`src/rtl/ones_count_seq_if.sv`:
```
// Valid/ready bundle between a word producer / result consumer (master) and
// the ones_count_seq engine (slave).
interface ones_count_seq_if #(
    parameter int DATA_W = 32,
    parameter int CNT_W  = $clog2(DATA_W + 1)
);
    logic              in_valid;
    logic              in_ready;
    logic [DATA_W-1:0] in_data;
    logic              out_valid;
    logic              out_ready;
    logic [CNT_W-1:0]  out_count;

    modport master (
        output in_valid, in_data, out_ready,
        input  in_ready, out_valid, out_count
    );

    modport slave (
        input  in_valid, in_data, out_ready,
        output in_ready, out_valid, out_count
    );
endinterface

```
`src/rtl/ones_count_seq.sv`:
```
// Sequential population count: one CHUNK_W-bit slice per cycle through a shared counter.
// Optional macro EARLY_DONE_EN: finish as soon as the remaining upper chunks are all zero.
module ones_count_seq #(
    parameter int DATA_W  = 32,
    parameter int CHUNK_W = 8
) (
    input  logic            clk,
    input  logic            rst_n,
    ones_count_seq_if.slave bus,
    output logic            busy
);
    localparam int NCHUNK = DATA_W / CHUNK_W;
    localparam int CNT_W  = $clog2(DATA_W + 1);
    localparam int SUM_W  = $clog2(CHUNK_W + 1);
    localparam int IDX_W  = (NCHUNK > 1) ? $clog2(NCHUNK) : 1;

    typedef enum logic [1:0] {
        S_IDLE,
        S_RUN,
        S_DONE
    } state_t;

    state_t            r_state;
    state_t            w_state_next;
    logic [DATA_W-1:0] r_shift;
    logic [CNT_W-1:0]  r_acc;
    logic [CNT_W-1:0]  r_out_count;
    logic [IDX_W-1:0]  r_idx;
    logic              r_out_valid;

    logic [SUM_W-1:0]  w_chunk_sum;
    logic [CNT_W-1:0]  w_acc_next;
    logic [DATA_W-1:0] w_shift_next;
    logic              w_last;

    function automatic logic [SUM_W-1:0] popcount_chunk(input logic [CHUNK_W-1:0] chunk);
        logic [SUM_W-1:0] sum;
        sum = '0;
        for (int i = 0; i < CHUNK_W; i++) begin
            sum = sum + SUM_W'(chunk[i]);
        end
        return sum;
    endfunction

    assign w_chunk_sum  = popcount_chunk(r_shift[CHUNK_W-1:0]);
    assign w_acc_next   = r_acc + CNT_W'(w_chunk_sum);
    assign w_shift_next = r_shift >> CHUNK_W;

`ifdef EARLY_DONE_EN
    // Nothing left above the chunk being counted, so this edge holds the final sum.
    assign w_last = (w_shift_next == '0);
`else
    assign w_last = (r_idx == IDX_W'(NCHUNK - 1));
`endif

    // NOTE: sequential state is updated with non-blocking assignments only, so every
    // register samples the pre-edge values regardless of statement order.
    always_ff @(posedge clk or negedge rst_n) begin
        if (!rst_n) begin
            r_state <= S_IDLE;
        end else begin
            r_state <= w_state_next;
        end
    end

    // NOTE: default assigned first so no path through the case leaves it unassigned
    // (which would infer a latch).
    always_comb begin
        w_state_next = r_state;
        unique case (r_state)
            S_IDLE: begin
                if (bus.in_valid) begin
                    w_state_next = S_RUN;
                end
            end
            S_RUN: begin
                if (w_last) begin
                    w_state_next = S_DONE;
                end
            end
            S_DONE: begin
                if (bus.out_ready) begin
                    w_state_next = S_IDLE;
                end
            end
            default: begin
                w_state_next = S_IDLE;
            end
        endcase
    end

    always_ff @(posedge clk or negedge rst_n) begin
        if (!rst_n) begin
            r_shift     <= '0;
            r_acc       <= '0;
            r_idx       <= '0;
            r_out_count <= '0;
            r_out_valid <= 1'b0;
        end else begin
            unique case (r_state)
                S_IDLE: begin
                    if (bus.in_valid) begin
                        r_shift     <= bus.in_data;
                        r_acc       <= '0;
                        r_idx       <= '0;
                        r_out_count <= '0;
                    end
                end
                S_RUN: begin
                    r_acc   <= w_acc_next;
                    r_shift <= w_shift_next;
                    r_idx   <= r_idx + 1'b1;
                    if (w_last) begin
                        r_out_count <= w_acc_next;
                        r_out_valid <= 1'b1;
                    end
                end
                S_DONE: begin
                    // in_valid is deliberately ignored here; acceptance waits for IDLE.
                    if (bus.out_ready) begin
                        r_out_valid <= 1'b0;
                    end
                end
                default: begin
                    r_out_valid <= 1'b0;
                end
            endcase
        end
    end

    assign bus.in_ready  = (r_state == S_IDLE);
    assign bus.out_valid = r_out_valid;
    assign bus.out_count = r_out_count;
    assign busy          = (r_state != S_IDLE);

endmodule
```
`src/flat_wrapper.sv`:
```
// flat-port wrapper written by rule: the top's interface ports become plain ports
module ones_count_seq_flat 
#(
    parameter int DATA_W  = 32,
    parameter int CHUNK_W = 8
)
  (clk, rst_n, busy, bus_in_valid, bus_in_data, bus_out_ready, bus_in_ready, bus_out_valid, bus_out_count);
  ones_count_seq_if #(.DATA_W(DATA_W)) bus_i ();
  input  logic clk;
  input  logic rst_n;
  output logic busy;
  input wire logic [$bits(bus_i.in_valid)-1:0] bus_in_valid;
  input wire logic [$bits(bus_i.in_data)-1:0] bus_in_data;
  input wire logic [$bits(bus_i.out_ready)-1:0] bus_out_ready;
  output wire logic [$bits(bus_i.in_ready)-1:0] bus_in_ready;
  output wire logic [$bits(bus_i.out_valid)-1:0] bus_out_valid;
  output wire logic [$bits(bus_i.out_count)-1:0] bus_out_count;
  assign bus_i.in_valid = bus_in_valid;
  assign bus_i.in_data = bus_in_data;
  assign bus_i.out_ready = bus_out_ready;
  assign bus_in_ready = bus_i.in_ready;
  assign bus_out_valid = bus_i.out_valid;
  assign bus_out_count = bus_i.out_count;
  ones_count_seq #(.DATA_W(DATA_W), .CHUNK_W(CHUNK_W)) u_core (.clk(clk), .rst_n(rst_n), .bus(bus_i), .busy(busy));
endmodule
```
`config.mk`:
```
export PLATFORM = sky130hd
export DESIGN_NAME = ones_count_seq_flat
export DESIGN_NICKNAME = d
export VERILOG_FILES = /design/src/rtl/ones_count_seq_if.sv /design/src/rtl/ones_count_seq.sv /design/src/flat_wrapper.sv
export SDC_FILE = /design/constraint.sdc
export NUM_CORES = 1
export LEC_CHECK = 0
export CAP_MARGIN = 20
export CORE_UTILIZATION = 52
export DETAILED_ROUTE_END_ITERATION = 10
export PLACE_DENSITY = 0.81
export RECOVER_POWER = 25
export SYNTH_ARGS = -nofsm -noshare
export SYNTH_HDL_FRONTEND = slang
export SYNTH_SLANG_ARGS = --single-unit
```
`constraint.sdc`:
```
create_clock -name clk -period 4.82 [get_ports clk]
set_input_delay 1.205 -clock clk [delete_from_list [all_inputs] [get_ports clk]]
set_output_delay 1.205 -clock clk [all_outputs]
set_load 0.01 [all_outputs]
```
==> results of run 1 <==
flip-flops by register name, summed over array words and instances (netlist names):
signal                count
u_core.r_shift           32
u_core.bus.out_count      6
u_core.r_acc              6
u_core.r_state            2
u_core.r_idx              2
u_core.bus.out_valid      1
layout make-up:
| cell class | count | area [um^2] | area share [%] |
|---|---|---|---|
| Timing Repair Buffer | 48 | 460 | 15.7 |
| Clock buffer | 5 | 68.8 | 2.35 |
| Multi-Input combinational cell | 154 | 1020 | 35.0 |
| Tap cell | 52 | 65.1 | 2.22 |
| Sequential cell | 49 | 1230 | 41.9 |
| Clock inverter | 3 | 21.3 | 0.727 |
| Inverter | 16 | 60.1 | 2.05 |
cells by family (layout without fill, tap and decap cells):
logic type               after synthesis  in the layout  share of synthesized area [%]
buffers and inverters                 31             72                           5.37
adder cells (fa/ha/maj)               13             13                           8.42
AND/OR/NAND/NOR                       55             55                           9.94
flip-flops                            49             49                           51.6
XOR/XNOR                               3              3                           1.10
AO/OA/AOI/OAI                         83             83                           23.6
worst min-delay path, stage by stage (launching register included):
cell     delay [ps]
dfrtp_1         350
nand2_1          40
o21ai_0          60
layout by cell type, fill, tap and decap left out, types with 2 or more instances in the layout:
cell type        synthesis  final
a21o_1                   4      4
a21oi_1                  3      3
a22o_1                  13     13
a22oi_1                 24     24
buf_4                    0      3
clkbuf_1                 5      2
clkbuf_8                 0      5
clkdlybuf4s50_1          0     43
dfrtp_1                 49     49
fa_1                     5      5
ha_1                     8      8
inv_1                   16     16
nand2_1                 39     39
nand2b_1                 2      2
nor2_1                   7      7
nor2b_1                  3      3
o21a_1                   2      2
o21ai_0                 29     29
o21ai_1                  3      3
xnor2_1                  2      2
metrics by stage:
step	instances	cell area [um^2]	setup WS, ps	hold slack [ps]
after floorplan	234	2380	1080	450
after global placement	318	2830	1020	460
after detailed placement	318	2830	924	469
after CTS	326	2920	915	490
after global routing	327	2930	821	519
final	327	2930	931	480
metal layers:
metal  wire length, um  vias up  GRT usage, %
met5                 0        -             0
met4                59        0          7.11
met3               207        6          4.65
met2              2280       43          33.5
met1              2120      882          28.5
li1                  -      893             -
final timing paths:
| kind | startpoint | endpoint | cells past startpoint | slack, ps |
|---|---|---|---|---|
| worst max-delay path | u_core.r_shift[1] | u_core.bus.out_count[4] | 12 | 930 |
| max in group asynchronous | rst_n | u_core.r_shift[17] | 2 | 1810 |
| worst min register to register | u_core.bus.out_count[2] | u_core.bus.out_count[2] | 2 | 480 |
| min in group asynchronous | rst_n | u_core.r_acc[0] | 1 | 1020 |
| worst min-delay path | u_core.bus.out_count[2] | u_core.bus.out_count[2] | 2 | 480 |
| worst max register to register | u_core.r_shift[1] | u_core.bus.out_count[4] | 12 | 930 |
where the power goes:
| part | leakage (nW) | internal (mW) | total [mW] | switching (mW) |
|---|---|---|---|---|
| Sequential | 0.640 | 0.578 | 0.694 | 0.115 |
| Combinational | 0.652 | 0.462 | 1.01 | 0.551 |
| Clock | 0.0445 | 0.103 | 0.249 | 0.146 |
==> results, run 1 <==
- After filler insertion, the fill cell instance count of the layout stands at 351.
- TritonCTS built the clock tree.
- Yosys printed 0 warnings.
- The maximum fanout encountered on the critical timing path is 4.
- By count the netlist is led by 49 x dfrtp_1, 39 x nand2_1, 29 x o21ai_0.
- Clock skew on the completed layout was measured at 4.69 ps.
- Entering global routing, the biggest net connects 50 pins.
- Measured along the y axis, the die boundary spans 69.6 um.
- The wire length per cell after detailed routing is 14.3 um.
- The final route contains 1824 vias.
- The number of diodes added for antenna fixing is 0.
- The count of H-tree levels built during CTS is 2.
- Traced cell by cell, the critical path runs through ha_1 -> inv_1 -> fa_1 -> fa_1 -> fa_1 -> fa_1 -> xnor2_1 -> ha_1 -> nor2b_4 -> o21a_1 -> or3_1 -> a32o_1.
- The synthesized design contains 0 enable-type register cells.
- The routed design has 4.67 mm of wire.
- The worst vdd rail ir drop is 0.570 mV.
- The count of input and output buffers is 44.
- The number of setup buffers added after CTS is 0.
- The global-route wire length before repair is 8.11 mm.
- The first-pass iteration count of the detailed router is 4.
- The initial detailed-routing violation count is 120.
- Summed over all failing endpoints, the final setup total negative slack is 0 ps.
- The library cell appearing most often on the critical path is fa_1.
- The category of the most critical setup path is flip-flop to flip-flop.
- The count of mapped cells out of synthesis is 234.
- Detailed placement ended at an HPWL of 3.16 mm.
- Of the available clock period, the critical path in the final layout requires 80.7%.
- Routability-driven placement finished with a final weighted congestion of 0.873.
- The final layout contains 323 nets.
- The floorplan has 24 rows.
- The detail route stage leaves a number of antenna-violating nets equal to 0.
- The minimum clock period after layout is 3890 ps.
- The kind of end point of the critical path is a flip-flop.
- The I/O pin count is 45.
- The worst pin sits at a relative slew slack of -6.81%.
- The floorplan step defined a die boundary enclosing 0.00485 mm^2.
- The share of synthesized area in the top cell type comes to 51.6%.
- The width of the die is 69.6 um.
- Post-CTS repair changed the size of 0 cells.
- The total power after layout is 1.96 mW.
- The growth of design area from synthesis to finish is 23.0%.
- At the pin with the least slew margin, the transition time is 1600 ps.
- The leakage power figure is 1.34 nW.
- The most frequent cell after synthesis is dfrtp_1.
- Of the synthesized area, sequential elements account for 51.6%.
- The total overflow reported by the global router is 0.
- Global routing used 21.0% of the available tracks.
- The total power per unit cell area is 668 mW/mm^2.
- The number of buffers inserted by hold repair at cts is 0.
- The stage delay of the slowest cell on the critical path is 490 ps.
- The clock passes through at most 2 buffers.
- The final max-slew violation count is 32.
- The flop and latch count out of synthesis is 49.
- The initial antenna violation count came to 0.
- The clock drives 49 sinks.
- The data required time of the worst path is 5030 ps.
- Setup repair after global routing left no endpoint under its margin.
- The number of global-route vias before repair is 1811.
- Setup violations remaining at the end of the flow were counted as 0.
- Based on the critical path, the design can be clocked at up to 257 MHz.
- The type of the tightest min-delay check is flip-flop to flip-flop.
- The register clock-pin slew on the reported worst setup and hold paths is 90 ps.
- The arrival time of the worst setup path is 4100 ps.
- After synthesis, the netlist uses 29 different library cells.
- The share of the core filled with cells is 66.8%.
- The synthesized netlist occupies a cell area of 0.00238 mm^2.
- The most used flip-flop cell after synthesis is dfrtp_1.
- The number of nets handed over by synthesis was 283.
- The number of CTS-inserted buffers is 5.
- Yosys attributes the largest share of cell area to dfrtp_1 52%, a22oi_1 7.6%, nand2_1 6.2%.
- Dividing the synthesized area by the synthesized cell count gives 10.2 um^2.
- The remaining routing DRC violations is 0.
- For the worst-skew pair, the clock arrives at the later sink with an insertion delay of 310 ps.
- The worst setup path is launched from a flip-flop.
- The largest delay contributor family on the critical path is adder cells.
- The root cell of the clock tree is clkbuf_8.
- Summed over all instances, the cell type with the most area after synthesis is dfrtp_1.
- The checks that failed: max-capacitance violations, max-slew violations.
- After synthesis, the share of flip-flops with an asynchronous set or reset is 100%.
- Together, buffers and inverters on the worst path number 1.
- The largest individual stage delay along the critical path comes from the cell fa_1.
- The number of hold violations in the final report was 0.
- The flow ran to the end, but the final reports show violations.
- The reported max-cap violation count is 1.
- The starting utilization of the core area is 54.3%.
- The region available for standard cell placement spans 0.00438 mm^2.
- Of the cells placed in the final design, the portion with a size suffix greater than 1 is 5.09%.
- The detail-routed via count per cell is 5.58.
Note: power is estimated with default switching activity, not from simulation.
==> run 2, diff against run 1 <==
--- a/config.mk
+++ b/config.mk
@@ -6,9 +6,9 @@
 export NUM_CORES = 1
 export LEC_CHECK = 0
 export CAP_MARGIN = 20
-export CORE_UTILIZATION = 52
+export CORE_UTILIZATION = 47
 export DETAILED_ROUTE_END_ITERATION = 10
-export PLACE_DENSITY = 0.81
+export PLACE_DENSITY = 0.77
 export RECOVER_POWER = 25
 export SYNTH_ARGS = -nofsm -noshare
 export SYNTH_HDL_FRONTEND = slang
==> constraint.sdc (replaced) <==
create_clock -name clk -period 3.4 [get_ports clk]
set_input_delay 0.85 -clock clk [delete_from_list [all_inputs] [get_ports clk]]
set_output_delay 0.85 -clock clk [all_outputs]
set_load 0.01 [all_outputs]
==> results, run 2 (synthesized netlist as in run 1, its figures left out) <==
- The flow ran to the end, but the final reports show violations.
- The final reports fail on negative setup slack.
- Combinational logic is responsible for 55.1% of the overall power.
- The buffer depth of the longest clock path is 2.
- The initial detailed-routing violation count is 94.
- The count of H-tree levels built during CTS is 2.
- The register clock-pin slew on the reported worst setup and hold paths is 90 ps.
- The number of CTS-inserted buffers is 5.
- The arrival time of the worst setup path is 3960 ps.
- Relative to the synthesized area, the layout overhead comes to 29.4%.
- The most common library cell in the layout ignoring fill and taps is dfrtp_1.
- After detailed placement, the design holds a cell count of 339.
- The width of the die is 73.1 um.
- The count of filler cells inserted in the layout is 384.
- The category of the most critical setup path is flip-flop to flip-flop.
- The clock reaches the later pin of the worst-skew pair after 300 ps.
- The net switching power figure is 1.23 mW.
- The worst register-to-register path has a depth of 12.
- Detailed routing placed a total of 2.36 mm of wire on met2.
- The core footprint is 0.00479 mm^2.
- The first-pass iteration count of the detailed router is 4.
- The detail-routed via count per cell is 5.36.
- The number of cells on the worst hold path is 2.
- The stage delay of the slowest cell on the critical path is 490 ps.
- The number of clock sinks is 49.
- After detailed routing, the total wire length is 4.83 mm.
- The register with the most flip-flops in the layout has 32 of them.
- TritonCTS built the clock tree.
- The final max-slew violation count came to 0.
- Measured on the finished design, the core utilization comes to 64.3%.
- The worst vdd rail ir drop is 0.586 mV.
- Dividing the detail-routed wire length by the instance count gives 13.9 um.
- Sequential cells burn 31.1% of the power.
- The smallest clock period supported by the final layout is computed as 3760 ps.
- Net switching is 39.8% of the power.
- The total number of placement rows is 25.
- STA classifies the critical path endpoint as a flip-flop.
- The number of buffers inserted by hold repair at cts is 0.
- For the worst setup path, the data required time is 3590 ps.
- The total overflow reported by the global router is 0.
- The worst-case clock skew is 5.70 ps.
- The first global-routing pass estimated 8.36 mm of wire.
- The routed length on met1 is 2.24 mm.
- The initial antenna violation count is 0.
- Global routing used 20.7% of the available tracks.
- Traced cell by cell, the critical path runs through ha_4 -> inv_2 -> fa_1 -> fa_1 -> fa_2 -> fa_2 -> xnor2_2 -> ha_4 -> nor2b_4 -> o21a_1 -> or3_1 -> a32o_1.
- Setup violations remaining at the end of the flow were counted as 8.
- Entering global routing, the biggest net connects 36 pins.
- The measured slew at the worst slew-check pin is 982 ps.
- The number of antenna diodes in the final layout is 0.
- In the final layout, the share of cells above drive strength 1 is 10.7%.
- The floorplan step defined a die boundary enclosing 0.00535 mm^2.
- The number of global-route vias before repair came to 1790.
- The final net count is 328.
- Setup repair after global routing could not meet its margin everywhere.
- The worst pin sits at a relative slew slack of 34.6%.
- Routability-driven placement finished with a final weighted congestion of 0.853.
- In the layout the commonest cells are 49 x dfrtp_1, 43 x clkdlybuf4s50_1, 39 x nand2_1, 27 x o21ai_0, 24 x a22oi_1.
- On the critical path, the stage with the largest delay is an instance of fa_1.
- The setup slack of the most critical reg-to-reg path is -360 ps.
- The post-detailed-placement half-perimeter wirelength is 3.30 mm.
- The root cell of the clock tree is clkbuf_8.
- Based on the critical path, the design can be clocked at up to 266 MHz.
- The cell-internal power is 1.86 mW.
- The final critical path takes up 111% of the cycle.
- The type of the tightest min-delay check is flip-flop to flip-flop.
- In this run the vertical extent of the chip is 73.1 um.
- The clock network is responsible for 13.8% of the overall power.
- Total power for the finished layout comes to 3.08 mW.
- Power spread over the standard cell area amounts to 1000 mW/mm^2.
- The register with the most flip-flops is u_core.r_shift.
- The routed design uses 176 um of met3 wire.
- Once detail routing completed, the nets flagged for antenna violations numbered 0.
- STA classifies the critical path startpoint as a flip-flop.
- Once the floorplan was initialized, standard cells occupied 49.7% of the core.
- The routed layout has 1861 vias.
- After detailed routing, the number of remaining DRC violations is 0.
- The count of input and output buffers is 44.
- Signal routing reaches up to met4.
- The finished layout holds 347 standard cells, fillers aside.
- The final worst setup slack is -364 ps.
- Max-cap violations in this run came to 0.
- Of all nets on the critical path, the largest fanout is 4.
- The number of hold violations in the final report is 0.
- In the final timing run, aggregate negative setup slack is -1620 ps.
- The I/O pin count is 45.
- The analysis attributes to cell leakage a power of 1.39 nW.
## run 2: layer usage
metal | GRT usage (%) | vias to the layer above
li1 | - | 907
met1 | 29.4 | 904
met2 | 32.0 | 45
met3 | 4.83 | 5
met4 | 5.45 | 0
met5 | 0 | -
## run 2: final timing paths
path / to / start
worst max-delay path: u_core.bus.out_count[4] / u_core.r_shift[1]
worst min-delay path: u_core.r_shift[2] / u_core.r_shift[2]
worst max register to register: u_core.bus.out_count[4] / u_core.r_shift[1]
worst min register to register: u_core.r_shift[2] / u_core.r_shift[2]
max in group asynchronous: u_core.r_shift[20] / rst_n
min in group asynchronous: u_core.bus.out_count[1] / rst_n
## run 2: power groups by stage
stage	logic (mW)	clock network, mW	registers [mW]
2_1_floorplan	1.11	0	0.945
3_3_place_gp	1.49	0	0.946
3_5_place_dp	1.54	0	0.957
4_1_cts	1.61	0.433	0.950
5_1_grt	1.97	0.462	0.987
6_report	1.70	0.427	0.958
## run 2: critical path, delay by kind of cell (launching register included)
family	cells	cell delay, ps
buffers and inverters	1	30
DFF	1	420
AOI/OAI and AO/OA	2	440
xor gates and xnor gates	1	170
adders and majority gates	6	2150
and+or+nand+nor	2	440
## run 2: area by class of cell
class,instances,area (um^2),share of cell area (%)
Tap cell,67,83.8,2.72
Sequential cell,49,1230,39.8
Multi-Input combinational cell,154,1090,35.5
Inverter,16,60.1,1.95
Clock buffer,7,86.3,2.80
Timing Repair Buffer,53,498,16.2
Clock inverter,1,30.0,0.976
## run 2: stage by stage
| step | instance area (um^2) | setup slack (ps) | hold slack (ps) |
|---|---|---|---|
| 2_1_floorplan | 2380 | -258 | 450 |
| 3_3_place_gp | 2900 | -295 | 461 |
| 3_5_place_dp | 2900 | -365 | 465 |
| 4_1_cts | 3050 | -376 | 478 |
| 5_1_grt | 3080 | -476 | 509 |
| 6_report | 3080 | -364 | 485 |
## run 2: timing repair
item,in CTS,in global routing
gates resized for setup,6,6
hold endpoints to repair,0,0
setup buffers,1,1
pin swaps,6,5
setup endpoints to repair,8,10
==> run 3, diff against run 2 <==
--- a/config.mk
+++ b/config.mk
@@ -9,7 +9,6 @@
 export CORE_UTILIZATION = 47
 export DETAILED_ROUTE_END_ITERATION = 10
 export PLACE_DENSITY = 0.77
-export RECOVER_POWER = 25
 export SYNTH_ARGS = -nofsm -noshare
 export SYNTH_HDL_FRONTEND = slang
 export SYNTH_SLANG_ARGS = --single-unit
==> results, run 3 (synthesized netlist as in run 1, its figures left out) <==
- The worst-case clock skew is 5.69 ps.
- The via count of the routed design is 1858.
- The overall die height is 73.1 um.
- The setup slack of the most critical reg-to-reg path is -360 ps.
- Across all setup checks in the final design, the least slack found is -364 ps.
- The arrival time of the worst setup path is 3960 ps.
- Setup repair after global routing could not meet its margin everywhere.
- Summed over all layers, the routed wires come to 4.84 mm.
- The remaining routing DRC violations is 0.
- The count of buffers added on input and output ports is 44.
- The root cell of the clock tree is clkbuf_8.
- The number of global-route vias before repair is 1790.
- The number of diodes added for antenna fixing is 0.
- The checks that failed: negative setup slack.
- Of the total power, the share spent switching nets is 39.8%.
- The startpoint type of the worst setup path is a flip-flop.
- The origin of the worst setup path is u_core.r_shift[1].
- In this run, the clock network consumes 13.8% of the power.
- The first-pass iteration count of the detailed router is 4.
- On the critical path, the stage with the largest delay is an instance of fa_1.
- The most common library cell in the layout ignoring fill and taps is dfrtp_1.
- In this run the critical register-to-register path is captured at u_core.bus.out_count[4].
- The area enclosed by the die boundary is 0.00535 mm^2.
- For this run, the number of standard cells in the final layout without fillers is 347.
- The count of filler cells inserted in the layout is 382.
- The number of flip-flops under the largest register name is 32.
- The category of the most critical setup path is flip-flop to flip-flop.
- From left edge to right edge, the die measures 73.1 um.
- The minimum clock period after layout is 3760 ps.
- Of the total power, combinational logic draws 55.1%.
- The finished layout cell area is 0.00308 mm^2.
- The worst vdd rail ir drop is 0.587 mV.
- Dividing the detail-routed via count by the number of cells gives 5.35.
- After clock tree synthesis, the clock-pin slew on the worst setup and hold paths is 90 ps.
- Cell internal power was estimated by the tool at 1.86 mW.
- Based on the critical path, the design can be clocked at up to 266 MHz.
- The run finished, with violations left.
- For the pin with the worst max-slew slack, the measured transition is 481 ps.
- The signal on the critical path passes through ha_4 -> inv_2 -> fa_1 -> fa_1 -> fa_2 -> fa_2 -> xnor2_2 -> ha_4 -> nor2b_4 -> o21a_1 -> or3_1 -> a32o_1.
- In this run the remaining antenna-violating nets after routing total 0.
- The number of hold violations in the final report is 0.
- Detailed placement finished with a half-perimeter wire length of 3.30 mm.
- The number of setup violations in the final report is 8.
- The stage delay of the slowest cell on the critical path is 490 ps.
- The tightest min-delay check is of the input pin to asynchronous set/reset pin type.
- Of the available clock period, the critical path in the final layout requires 111%.
- The initial antenna violation count is 0.
- Compared with the post-synthesis result, the final layout area differs by 29.6%.
- The reported max-cap violation count is 0.
- The maximum fanout encountered on the critical timing path is 4.
- The total overflow reported by the global router is 0.
- The critical register-to-register path startpoint is u_core.r_shift[1].
- The fraction of layout cells with a size suffix above 1 is 11.4%.
- For this configuration, the core starts out at a cell density of 49.7%.
- Summed over all nets, the switching power comes to 1.23 mW.
- The placed instances occupy a cell area of 0.00290 mm^2.
- The clock latency of the later-clocked register in the worst-skew pair is 300 ps.
- The largest delay contributor family on the critical path is adder cells.
- For this design, the CTS-stage hold fixing added 0 buffers.
- In this run, the number of DRC markers left after iteration 0 of detailed routing was 94.
- Clock tree synthesis inserted a total of 5 buffers.
- The leakage power figure is 1.39 nW.
- The congestion estimate from routability-driven global placement came to 0.853.
- The total placed cells including tap cells is 339.
- The I/O pin count is 45.
- The top cell types in the final layout, fill and taps aside, are 49 x dfrtp_1, 43 x clkdlybuf4s50_1, 39 x nand2_1, 27 x o21ai_0, 24 x a22oi_1.
- The data required time of the worst path is 3590 ps.
- The tree built by TritonCTS fans out to 49 sinks.
- In the final routed layout, each cell accounts on average for 14.0 um.
- The total power per unit cell area is 1000 mW/mm^2.
- The buffering stage count on the worst path with inverters included is 1.
- The worst setup path is captured at a flip-flop.
- The number of cells traversed by the worst register-to-register path is 12.
- The total number of placement rows is 25.
- The sequential cell fraction of total power is 31.1%.
- The post-route setup TNS is -1640 ps.
- The core footprint is 0.00479 mm^2.
- In this run the number of H-tree levels came out at 2.
- The total global routing track utilization is 20.7%.
- The largest net degree at the start of global routing is 36.
- The CTS tree is yes.
- The final max-slew violation count is 0.
- After the last flow step, the layout net total stands at 328.
- The first global-routing pass estimated 8.36 mm of wire.
- The register with the most flip-flops is u_core.r_shift.
- The worst slew margin relative to its limit is 67.8%.
- The longest clock path from root to sink contains 2 buffers.
-- run 3: changes by cell type in the layout (fill, tap and decap cells not counted) --
| cell | before | now |
|---|---|---|
| clkbuf_1 | 3 | 1 |
| buf_2 | 0 | 1 |
| buf_4 | 8 | 9 |
-- run 3: area by class of cell --
| class | instances | area (um^2) | share of cell area, % |
|---|---|---|---|
| multi-input cells | 154 | 1090 | 35.5 |
| inverters | 16 | 60.1 | 1.95 |
| well taps | 67 | 83.8 | 2.72 |
| clock buffers | 7 | 86.3 | 2.80 |
| clock inverters | 1 | 30.0 | 0.974 |
| repair buffers | 53 | 503 | 16.3 |
| flip-flops and latches | 49 | 1230 | 39.8 |
-- run 3: worst max path at each step --
stage,slack [ps],endpoint,depth (start not counted)
CTS,-380,u_core.bus.out_count[4],12
global route,-480,u_core.bus.out_count[4],12
detailed placement,-360,u_core.bus.out_count[4],12
global placement,-290,u_core.bus.out_count[4],12
floorplan,-260,u_core.bus.out_count[4],12
finish,-360,u_core.bus.out_count[4],12
-- run 3: worst reg2reg max path: stages (launching register included) --
cell     delay, ps
dfrtp_1        420
ha_4           270
inv_2           30
fa_1           500
fa_1           430
fa_2           370
fa_2           360
xnor2_2        170
ha_4           230
nor2b_4        120
o21a_1         190
or3_1          320
a32o_1         250
-- run 3: power by group through the flow --
stage	logic, mW	clock network, mW	registers, mW
floorplan	1.11	0	0.945
global placement	1.49	0	0.946
detailed placement	1.54	0	0.957
CTS	1.61	0.433	0.950
global route	1.97	0.462	0.987
finish	1.70	0.427	0.958
-- run 3: what timing repair did --
item,CTS,global route
resized for setup,6,6
buffers inserted,1,1
pin swaps,6,5
setup endpoints to repair,8,10
-- run 3: layer usage --
metal,vias up,wire (um),global-route usage [%]
li1,907,-,-
met2,45,2360,32.0
met5,-,0,0
met3,5,166,4.83
met1,901,2260,29.4
met4,0,54,5.45
-- run 3: stage by stage --
step                      util, %  setup WS, ps  total power, mW  hold slack [ps]
after floorplan                 -          -258             2.05              450
after global placement       60.7          -295             2.43              461
after detailed placement     60.7          -365             2.49              465
after CTS                    63.6          -376             3.00              478
after global routing         64.4          -476             3.42              489
final                        64.4          -364             3.09              470
